$ cat src/rtl/apb_rr_master_arb_if.sv
// Bundle of the two-requester front end and the APB4 master bus driven by apb_rr_master_arb.
// The master modport is the arbiter's view; the slave modport is the requesters plus the APB slave.
interface apb_rr_master_arb_if #(
  parameter int ADDR_WIDTH = 32,
  parameter int DATA_WIDTH = 32,
  parameter int PROT_WIDTH = 3
);
  localparam int STRB_WIDTH = DATA_WIDTH / 8;

  // requester side
  logic [1:0]              req;
  logic [1:0]              req_write;
  logic [2*ADDR_WIDTH-1:0] req_addr;
  logic [2*DATA_WIDTH-1:0] req_wdata;
  logic [2*STRB_WIDTH-1:0] req_strb;
  logic [2*PROT_WIDTH-1:0] req_prot;
  logic [1:0]              req_done;
  logic [DATA_WIDTH-1:0]   req_rdata;
  logic                    req_err;
  logic                    busy;

  // APB4 side
  logic                    PSEL;
  logic                    PENABLE;
  logic                    PWRITE;
  logic [ADDR_WIDTH-1:0]   PADDR;
  logic [DATA_WIDTH-1:0]   PWDATA;
  logic [STRB_WIDTH-1:0]   PSTRB;
  logic [PROT_WIDTH-1:0]   PPROT;
  logic                    PREADY;
  logic                    PSLVERR;
  logic [DATA_WIDTH-1:0]   PRDATA;

  modport master (
    input  req, req_write, req_addr, req_wdata, req_strb, req_prot,
    input  PREADY, PSLVERR, PRDATA,
    output req_done, req_rdata, req_err, busy,
    output PSEL, PENABLE, PWRITE, PADDR, PWDATA, PSTRB, PPROT
  );

  modport slave (
    output req, req_write, req_addr, req_wdata, req_strb, req_prot,
    output PREADY, PSLVERR, PRDATA,
    input  req_done, req_rdata, req_err, busy,
    input  PSEL, PENABLE, PWRITE, PADDR, PWDATA, PSTRB, PPROT
  );
endinterface

$ cat src/rtl/apb_rr_master_arb.sv
// Two-requester round-robin arbiter driving a single APB4 master port.
// Every output is a register; a watchdog aborts ACCESS phases that never see PREADY.
module apb_rr_master_arb #(
  parameter int ADDR_WIDTH = 32,
  parameter int DATA_WIDTH = 32,
  parameter int PROT_WIDTH = 3,
  parameter int TIMEOUT    = 16
) (
  input  logic                PCLK,
  input  logic                PRESETn,
  apb_rr_master_arb_if.master bus
);
  localparam int STRB_WIDTH = DATA_WIDTH / 8;
  localparam int CNT_WIDTH  = $clog2(TIMEOUT + 2);

  typedef enum logic [1:0] {
    IDLE   = 2'd0,
    SETUP  = 2'd1,
    ACCESS = 2'd2
  } state_t;

  state_t                 state_reg, state_next;
  logic                   last_grant_reg, last_grant_next;
  logic                   grant_reg, grant_next;
  logic [CNT_WIDTH-1:0]   wait_cnt_reg, wait_cnt_next;

  logic                   psel_reg, psel_next;
  logic                   penable_reg, penable_next;
  logic                   pwrite_reg, pwrite_next;
  logic [ADDR_WIDTH-1:0]  paddr_reg, paddr_next;
  logic [DATA_WIDTH-1:0]  pwdata_reg, pwdata_next;
  logic [STRB_WIDTH-1:0]  pstrb_reg, pstrb_next;
  logic [PROT_WIDTH-1:0]  pprot_reg, pprot_next;
  logic [1:0]             done_reg, done_next;
  logic [DATA_WIDTH-1:0]  rdata_reg, rdata_next;
  logic                   err_reg, err_next;
  logic                   busy_reg, busy_next;

  // Per-requester views of the packed request buses.
  logic                   write_arr [2];
  logic [ADDR_WIDTH-1:0]  addr_arr  [2];
  logic [DATA_WIDTH-1:0]  wdata_arr [2];
  logic [STRB_WIDTH-1:0]  strb_arr  [2];
  logic [PROT_WIDTH-1:0]  prot_arr  [2];
  logic [1:0]             eligible;
  logic                   winner;
  logic                   timeout_hit;

  genvar gi;
  generate
    for (gi = 0; gi < 2; gi++) begin : g_req
      assign write_arr[gi] = bus.req_write[gi];
      assign addr_arr[gi]  = bus.req_addr[gi*ADDR_WIDTH +: ADDR_WIDTH];
      assign wdata_arr[gi] = bus.req_wdata[gi*DATA_WIDTH +: DATA_WIDTH];
      assign strb_arr[gi]  = bus.req_strb[gi*STRB_WIDTH +: STRB_WIDTH];
      assign prot_arr[gi]  = bus.req_prot[gi*PROT_WIDTH +: PROT_WIDTH];
      // A requester being told "done" this cycle must not be re-granted on the same edge.
      assign eligible[gi]  = bus.req[gi] & ~done_reg[gi];
    end
  endgenerate

  assign winner      = (eligible == 2'b11) ? ~last_grant_reg : eligible[1];
  assign timeout_hit = (TIMEOUT > 0) && (wait_cnt_reg == CNT_WIDTH'(TIMEOUT - 1));

  always_ff @(posedge PCLK or negedge PRESETn) begin
    if (!PRESETn) begin
      state_reg      <= IDLE;
      last_grant_reg <= 1'b1;
      grant_reg      <= 1'b0;
      wait_cnt_reg   <= '0;
      psel_reg       <= 1'b0;
      penable_reg    <= 1'b0;
      pwrite_reg     <= 1'b0;
      paddr_reg      <= '0;
      pwdata_reg     <= '0;
      pstrb_reg      <= '0;
      pprot_reg      <= '0;
      done_reg       <= '0;
      rdata_reg      <= '0;
      err_reg        <= 1'b0;
      busy_reg       <= 1'b0;
    end else begin
      state_reg      <= state_next;
      last_grant_reg <= last_grant_next;
      grant_reg      <= grant_next;
      wait_cnt_reg   <= wait_cnt_next;
      psel_reg       <= psel_next;
      penable_reg    <= penable_next;
      pwrite_reg     <= pwrite_next;
      paddr_reg      <= paddr_next;
      pwdata_reg     <= pwdata_next;
      pstrb_reg      <= pstrb_next;
      pprot_reg      <= pprot_next;
      done_reg       <= done_next;
      rdata_reg      <= rdata_next;
      err_reg        <= err_next;
      busy_reg       <= busy_next;
    end
  end

  always_comb begin
    state_next      = state_reg;
    last_grant_next = last_grant_reg;
    grant_next      = grant_reg;
    wait_cnt_next   = wait_cnt_reg;
    psel_next       = psel_reg;
    penable_next    = penable_reg;
    pwrite_next     = pwrite_reg;
    paddr_next      = paddr_reg;
    pwdata_next     = pwdata_reg;
    pstrb_next      = pstrb_reg;
    pprot_next      = pprot_reg;
    done_next       = '0;
    rdata_next      = '0;
    err_next        = 1'b0;

    case (state_reg)
      IDLE: begin
        if (|eligible) begin
          grant_next      = winner;
          last_grant_next = winner;
          psel_next       = 1'b1;
          penable_next    = 1'b0;
          pwrite_next     = write_arr[winner];
          paddr_next      = addr_arr[winner];
          pwdata_next     = write_arr[winner] ? wdata_arr[winner] : '0;
          pstrb_next      = write_arr[winner] ? strb_arr[winner] : '0;
          pprot_next      = prot_arr[winner];
          state_next      = SETUP;
        end
      end
      SETUP: begin
        penable_next  = 1'b1;
        wait_cnt_next = '0;
        state_next    = ACCESS;
      end
      ACCESS: begin
        if (bus.PREADY) begin
          psel_next            = 1'b0;
          penable_next         = 1'b0;
          done_next[grant_reg] = 1'b1;
          rdata_next           = pwrite_reg ? '0 : bus.PRDATA;
          err_next             = bus.PSLVERR;
          state_next           = IDLE;
        end else if (timeout_hit) begin
          psel_next            = 1'b0;
          penable_next         = 1'b0;
          done_next[grant_reg] = 1'b1;
          err_next             = 1'b1;
          state_next           = IDLE;
        end else if (wait_cnt_reg != '1) begin
          // saturate so a disabled watchdog never wraps
          wait_cnt_next = wait_cnt_reg + CNT_WIDTH'(1);
        end
      end
      default: begin
        psel_next    = 1'b0;
        penable_next = 1'b0;
        state_next   = IDLE;
      end
    endcase

    busy_next = (state_next != IDLE);
  end

  assign bus.PSEL      = psel_reg;
  assign bus.PENABLE   = penable_reg;
  assign bus.PWRITE    = pwrite_reg;
  assign bus.PADDR     = paddr_reg;
  assign bus.PWDATA    = pwdata_reg;
  assign bus.PSTRB     = pstrb_reg;
  assign bus.PPROT     = pprot_reg;
  assign bus.req_done  = done_reg;
  assign bus.req_rdata = rdata_reg;
  assign bus.req_err   = err_reg;
  assign bus.busy      = busy_reg;
endmodule

$ cat src/flat_wrapper.sv
// flat-port wrapper written by rule: the top's interface ports become plain ports
module apb_rr_master_arb_flat 
#(
  parameter int ADDR_WIDTH = 32,
  parameter int DATA_WIDTH = 32,
  parameter int PROT_WIDTH = 3,
  parameter int TIMEOUT    = 16
)
  (PCLK, PRESETn, bus_req, bus_req_write, bus_req_addr, bus_req_wdata, bus_req_strb, bus_req_prot, bus_PREADY, bus_PSLVERR, bus_PRDATA, bus_req_done, bus_req_rdata, bus_req_err, bus_busy, bus_PSEL, bus_PENABLE, bus_PWRITE, bus_PADDR, bus_PWDATA, bus_PSTRB, bus_PPROT);
  apb_rr_master_arb_if #(.ADDR_WIDTH(ADDR_WIDTH), .DATA_WIDTH(DATA_WIDTH), .PROT_WIDTH(PROT_WIDTH)) bus_i ();
  input  logic PCLK;
  input  logic PRESETn;
  input wire logic [$bits(bus_i.req)-1:0] bus_req;
  input wire logic [$bits(bus_i.req_write)-1:0] bus_req_write;
  input wire logic [$bits(bus_i.req_addr)-1:0] bus_req_addr;
  input wire logic [$bits(bus_i.req_wdata)-1:0] bus_req_wdata;
  input wire logic [$bits(bus_i.req_strb)-1:0] bus_req_strb;
  input wire logic [$bits(bus_i.req_prot)-1:0] bus_req_prot;
  input wire logic [$bits(bus_i.PREADY)-1:0] bus_PREADY;
  input wire logic [$bits(bus_i.PSLVERR)-1:0] bus_PSLVERR;
  input wire logic [$bits(bus_i.PRDATA)-1:0] bus_PRDATA;
  output wire logic [$bits(bus_i.req_done)-1:0] bus_req_done;
  output wire logic [$bits(bus_i.req_rdata)-1:0] bus_req_rdata;
  output wire logic [$bits(bus_i.req_err)-1:0] bus_req_err;
  output wire logic [$bits(bus_i.busy)-1:0] bus_busy;
  output wire logic [$bits(bus_i.PSEL)-1:0] bus_PSEL;
  output wire logic [$bits(bus_i.PENABLE)-1:0] bus_PENABLE;
  output wire logic [$bits(bus_i.PWRITE)-1:0] bus_PWRITE;
  output wire logic [$bits(bus_i.PADDR)-1:0] bus_PADDR;
  output wire logic [$bits(bus_i.PWDATA)-1:0] bus_PWDATA;
  output wire logic [$bits(bus_i.PSTRB)-1:0] bus_PSTRB;
  output wire logic [$bits(bus_i.PPROT)-1:0] bus_PPROT;
  assign bus_i.req = bus_req;
  assign bus_i.req_write = bus_req_write;
  assign bus_i.req_addr = bus_req_addr;
  assign bus_i.req_wdata = bus_req_wdata;
  assign bus_i.req_strb = bus_req_strb;
  assign bus_i.req_prot = bus_req_prot;
  assign bus_i.PREADY = bus_PREADY;
  assign bus_i.PSLVERR = bus_PSLVERR;
  assign bus_i.PRDATA = bus_PRDATA;
  assign bus_req_done = bus_i.req_done;
  assign bus_req_rdata = bus_i.req_rdata;
  assign bus_req_err = bus_i.req_err;
  assign bus_busy = bus_i.busy;
  assign bus_PSEL = bus_i.PSEL;
  assign bus_PENABLE = bus_i.PENABLE;
  assign bus_PWRITE = bus_i.PWRITE;
  assign bus_PADDR = bus_i.PADDR;
  assign bus_PWDATA = bus_i.PWDATA;
  assign bus_PSTRB = bus_i.PSTRB;
  assign bus_PPROT = bus_i.PPROT;
  apb_rr_master_arb #(.ADDR_WIDTH(ADDR_WIDTH), .DATA_WIDTH(DATA_WIDTH), .PROT_WIDTH(PROT_WIDTH), .TIMEOUT(TIMEOUT)) u_core (.PCLK(PCLK), .PRESETn(PRESETn), .bus(bus_i));
endmodule
$ cat config.mk
export PLATFORM = sky130hd
export DESIGN_NAME = apb_rr_master_arb_flat
export DESIGN_NICKNAME = d
export VERILOG_FILES = /design/src/rtl/apb_rr_master_arb_if.sv /design/src/rtl/apb_rr_master_arb.sv /design/src/flat_wrapper.sv
export SDC_FILE = /design/constraint.sdc
export NUM_CORES = 1
export LEC_CHECK = 0
export CORE_AREA = 5 5 119 121
export CTS_CLUSTER_DIAMETER = 120
export CTS_CLUSTER_SIZE = 10
export DETAILED_ROUTE_END_ITERATION = 12
export DIE_AREA = 0 0 124 126
export PLACE_DENSITY = 0.82
export SYNTH_ARGS = -nofsm -noshare
export SYNTH_HDL_FRONTEND = slang
export SYNTH_SLANG_ARGS = --single-unit
$ cat constraint.sdc
create_clock -name PCLK -period 4.8 [get_ports PCLK]
set_input_delay 0.72 -clock PCLK [delete_from_list [all_inputs] [get_ports PCLK]]
set_output_delay 0.72 -clock PCLK [all_outputs]
set_load 0.005 [all_outputs]
==> results of run 1 <==
[worst max-delay path, cell delays in order]
cell             delay [ps]
clkdlybuf4s50_1         460
nor2b_4                 240
and2_1                 1050
nand2_1                 160
a31oi_1                 240
[synthesized netlist by cell type (2+ instances only)]
master / n
nor2_1: 78
buf_2: 17
clkbuf_1: 5
ha_1: 3
a22oi_1: 37
o21ai_0: 6
buf_6: 9
dfrtp_1: 118
nor3_1: 2
a21oi_1: 39
a31oi_1: 36
nand2_1: 78
nand3_1: 2
a22o_1: 3
inv_1: 4
buf_4: 5
mux2_2: 2
and3_1: 4
and2_1: 33
[layout make-up]
| type | count | area (um^2) |
|---|---|---|
| Fill cell | 991 | 4410 |
| Sequential cell | 119 | 2980 |
| Timing Repair Buffer | 295 | 2950 |
| Multi-Input combinational cell | 338 | 1810 |
| Clock buffer | 20 | 457 |
| Tap cell | 176 | 220 |
| Clock inverter | 12 | 128 |
| Inverter | 5 | 18.8 |
[path summary, 6_finish.rpt]
check	end	slack, ps	cells past startpoint
min reg2reg	u_core.bus.req_done[0]	500	1
min in group PCLK	u_core.bus.req_done[0]	500	1
max reg2reg	u_core.bus.PADDR[14]	2550	5
max in group asynchronous	u_core.bus.PADDR[24]	3190	2
min	u_core.bus.PWDATA[9]	450	1
max	u_core.bus.PADDR[6]	2230	5
[cells by family (layout without fill, tap and decap cells)]
kind of cell             count (synthesis)  after routing  synth area share, %
AND/OR/NAND/NOR                        205            205                 18.2
multiplexers                             3              3                0.644
buffers and inverters                   41            332                 5.18
adder cells (fa/ha/maj)                  3              3                0.743
flip-flops                             119            119                 59.0
AO/OA/AOI/OAI                          127            127                 16.2
[report_power, final]
part           switching (mW)  internal (mW)
registers               0.237           1.39
clock network           0.448          0.788
logic                   0.828           1.04
total                    1.51           3.22
[per-layer routing]
metal / share of wire (%) / global-route usage, % / up-vias
li1: - / - / 2265
met1: 36 / 21.3 / 2227
met2: 52 / 38.1 / 231
met3: 10 / 8.07 / 31
met4: 2.2 / 8.38 / 2
met5: 0.078 / 0 / -
[per-stage QoR]
stage | instances | util [%] | total power, mW | hold WS, ps | instance area [um^2]
after floorplan | 498 | - | 2.47 | 423 | 5050
after global placement | 933 | 61.5 | 3.44 | 469 | 7980
after detailed placement | 933 | 61.5 | 3.52 | 471 | 7980
after CTS | 965 | 66.0 | 4.78 | 477 | 8570
after global routing | 965 | 66.0 | 5.03 | 529 | 8570
final | 965 | 66.0 | 4.73 | 447 | 8570
==> metrics.cfg, run 1 <==
[run_status]
status=finished, final reports clean

[logic_synthesis]
netlist_top_cells_area=dfrtp_1 58%, nand2_1 5.8%, nor2_1 5.8%
synth_cells=498
synth_largest_area_cell=dfrtp_1
syn-num-nets=683
synth_warnings=0
netlist.area_leader.share_pct=58.5
synthFlopType=dfrtp_1
yosysSeqAreaShare_pct=59.0
syn-cell-area_um2=5050
synth_edf_count=0
avgSynthCellArea_um2=10.1
synthArstFlopShare_pct=100
synth_cell_types=36
ys_ff_latch=119

[place]
place_congestion=0.813
port_buffers=291
hpwlAfterDp_um=12400
dp_slack_ps=1850

[critical_path]
endpoint_kind=register
required_ps=5120
critPathLaunchType=primary input
crit_type=primary input to register
worstPathArrival_ps=2890
r2r-start=u_core.state_reg[0]
crit_start=bus_req[1]
worstPathMaxFanout=37

[timing]
rsz0062_at_grt=no
finalCritPeriodShare_pct=53.5
fin_crit_ps=2570
slew_headroom_pct=10.8
slew_violations=0
max_freq_mhz=389
fin_setup_tns_ps=0
setup_ws_ps=2230
tightestPinTransition_ps=1340
final-hold-violation-count=0
report.final.setup_viol=0
clock_skew_ps=5.33

[grt]
antenna_found_initial=1
grtUsageTotal_pct=21.0
grt_pass1_wl_um=25300
grt_pass1_vias=4999
grt_max_degree=79
overflow=0

[cells_and_area]
layout_commonest_cell=clkdlybuf4s50_1
fin_nets=961
layout_common_cells=290 x clkdlybuf4s50_1, 118 x dfrtp_1, 78 x nor2_1, 78 x nand2_1, 39 x a21oi_1
drive_above_1_share_pct=5.83
area_delta_synth_final_pct=69.6
diodes=0

[drt]
dr.pass1.iters=5
wire_per_inst_um=17.3
vias_per_cell=4.93
vias=4756
drt_wl_total_um=16700
detail_route.iter0.violations=300
drc=0
ant_nets=0

[cts]
cts_sinks=119
postCtsSetupRepairBufs=0
cts-root-buf=clkbuf_16
clk_pin_slew_ps=60
clk_latency_ps=410
cts_buffer_depth=2
cts_hold_repair.buffers=0
cts_buffers=17
cts-resized-gates=0
cts_tree=built
htreeDepth=4

[floorplan]
die_w_um=124
initial_core_util_pct=38.9
core_area_um2=13000
dieHeight_um=126
rows=42
ioPinCount=292
die-area_um2=15600

[worst_hold_path]
hold_path_class=primary input to async pin

[run]
drv_cap=0

[pwr]
power.density_nw_per_um2=552
ir_drop_mv=0.248
p_leak_nw=3.61

Power figures use the tool's default switching activity.
==> inputs of run 2 (changes only) <==
Settings changed: CORE_AREA 5 5 119 121 to 5 5 127 129, DIE_AREA 0 0 124 126 to 0 0 132 134, PLACE_DENSITY 0.82 to 0.75.
Clock period 4.8 ns to 2.2 ns, I/O delays scaled along.
==> metrics.cfg, run 2 (synthesis gave the netlist of run 1 again) <==
[grt]
grt_pass1_vias=4608  ; was 4999
grt_max_degree=120  ; was 79
grtUsageTotal_pct=17.4  ; was 21.0%
antenna_found_initial=0  ; was 1
overflow=0  ; unchanged
grt_pass1_wl_um=24500  ; was 25300 um

[drt]
routed-wl-met3_um=1700  ; was 1720 um
routed.top_layer=met4  ; was met5
wire_per_inst_um=15.9  ; was 17.3 um
dr.pass1.iters=4  ; was 5
vias_per_cell=4.77  ; was 4.93
drt_wl_total_um=15700  ; was 16700 um
wl_met1_um=6040  ; was 5920 um
ant_nets=0  ; unchanged
detail_route.iter0.violations=193  ; was 300
met2_length_um=7660  ; was 8640 um
vias=4702  ; was 4756
drc=0  ; unchanged

[floorplan]
die_w_um=132  ; was 124 um
dieHeight_um=134  ; was 126 um
rows=45  ; was 42
core_area_um2=14900  ; was 13000 um^2
die-area_um2=17700  ; was 15600 um^2
initial_core_util_pct=33.9  ; was 38.9%
ioPinCount=292  ; unchanged

[cts]
postCtsSetupRepairBufs=0  ; unchanged
cts_tree=built  ; unchanged
cts-root-buf=clkbuf_16  ; unchanged
clk_latency_ps=410  ; about the same
cts-resized-gates=0  ; unchanged
htreeDepth=4  ; unchanged
cts_hold_repair.buffers=0  ; unchanged
cts_buffer_depth=2  ; unchanged
cts_sinks=119  ; unchanged
cts_buffers=17  ; unchanged
clk_pin_slew_ps=50  ; was 60 ps

[cells_and_area]
layout_common_cells=290 x clkdlybuf4s50_1, 118 x dfrtp_1, 78 x nor2_1, 78 x nand2_1, 39 x a21oi_1  ; unchanged
multi_input_area_um2=1810  ; unchanged
layout_commonest_cell=clkdlybuf4s50_1  ; unchanged
regArea_um2=2980  ; unchanged
drive_above_1_share_pct=6.65  ; was 5.83%
fin_nets=969  ; was 961
diodes=0  ; unchanged
final_cells=985  ; was 965
finalInstanceArea_um2=8740  ; was 8570 um^2
fillCellCount=1263  ; was 991
area_delta_synth_final_pct=73.1  ; was 69.6%

[pwr]
ir_drop_mv=0.470  ; was 0.248 mV
net-switching-power_mw=3.24  ; was 1.51 mW
intPower_mw=7.30  ; was 3.22 mW
power.density_nw_per_um2=1210  ; was 552 nW/um^2
clockPowerShare_pct=27.1  ; was 26.1%
power_frac_comb_pct=39.5  ; was 39.4%
p_leak_nw=3.69  ; was 3.61 nW
seq_power_share_pct=33.3  ; was 34.5%
p_sw_share_pct=30.7  ; was 32.0%

[place]
place_congestion=0.790  ; was 0.813
hpwlAfterDp_um=11500  ; was 12400 um
dp_slack_ps=238  ; was 1850 ps
place_area_um2=8130  ; was 7980 um^2
dp_cells=953  ; was 933
port_buffers=291  ; unchanged

[critical_path]
r2r-start=u_core.wait_cnt_reg[0]  ; was u_core.state_reg[0]
cpMaxStageDelayCell=dfrtp_1  ; was and2_1
crit_type=register to register  ; was primary input to register
critPathLaunchType=register  ; was primary input
crit_chain=ha_1 > and3_1 > ha_1 > nor3_2 > nand4_1 > a221oi_1 > o31ai_1  ; was clkdlybuf4s50_1 > nor2b_4 > and2_1 > nand2_1 > a31oi_1
critPathTopFamily=simple AND/OR/NAND/NOR gates  ; unchanged
cpPeakStageDelay_ps=420  ; was 1050 ps
endpoint_kind=register  ; unchanged
worstPathMaxFanout=5  ; was 37
path_buf_inv=0  ; was 1
worstPathArrival_ps=2270  ; was 2890 ps
required_ps=2480  ; was 5120 ps
crit_path_frequent_cell=ha_1
crit_start=u_core.wait_cnt_reg[0]  ; was bus_req[1]

[timing]
final-hold-violation-count=6  ; was 0
slew_headroom_pct=54.6  ; was 10.8%
setup_ws_ps=208  ; was 2230 ps
finalCritPeriodShare_pct=90.5
fin_setup_tns_ps=0  ; unchanged
fin_crit_ps=1990
tightestPinTransition_ps=682  ; was 1340 ps
rsz0062_at_grt=no  ; unchanged
slew_violations=0  ; unchanged
max_freq_mhz=502
report.final.setup_viol=0  ; unchanged
hold_ws_ps=-23.7  ; was 447 ps
clock_skew_ps=5.96  ; was 5.33 ps

[run_status]
status=finished, violations left  ; was finished, final reports clean
violations=hold timing

[run]
drv_cap=0  ; unchanged

[worst_hold_path]
hold_path_class=primary input to async pin  ; unchanged

[run 2: cell count changes in the layout (fill, tap and decap cells not counted)]
cell	before	now
clkinvlp_4	4	3
clkbuf_8	2	0
buf_12	1	7
clkbuf_1	1	2
buf_4	4	6
bufinv_16	2	4
[run 2: per-layer routing]
layer | track usage (%) | vias up
li1 | - | 2280
met1 | 19.8 | 2192
met2 | 28.6 | 208
met3 | 8.66 | 22
met4 | 6.06 | 0
met5 | 0 | -
[run 2: cell type report]
cell class	count	area share (%)
clock buffer	19	4.95
clock inverter	13	2.06
inverter	5	0.215
multi-input combinational	338	20.7
sequential	119	34.1
tap	188	2.69
timing repair buffer	303	35.3
[run 2: power groups by stage]
stage	combinational, mW	clock [mW]	sequential, mW
2_1_floorplan	1.83	0	3.56
3_3_place_gp	4.15	0	3.53
3_5_place_dp	4.23	0	3.55
4_1_cts	4.25	2.94	3.52
5_1_grt	4.58	3.05	3.63
6_report	4.17	2.86	3.51
[run 2: path summary, 6_finish.rpt]
kind / endpoint / slack [ps] / cells past startpoint
hold / removal: u_core.bus.PADDR[26] / -20 / 2
setup / recovery: u_core.wait_cnt_reg[3] / 210 / 7
hold reg to reg: u_core.bus.req_done[0] / 480 / 1
max in group asynchronous: u_core.bus.PWDATA[6] / 1670 / 2
setup reg to reg: u_core.wait_cnt_reg[3] / 210 / 7
min in group PCLK: u_core.bus.req_rdata[28] / 470 / 2
[run 2: per-stage QoR]
step	power (mW)	utilization (%)
after floorplan	5.39	-
after global placement	7.68	54.5
after detailed placement	7.78	54.5
after CTS	10.7	58.6
after global routing	11.3	58.6
final	10.5	58.6
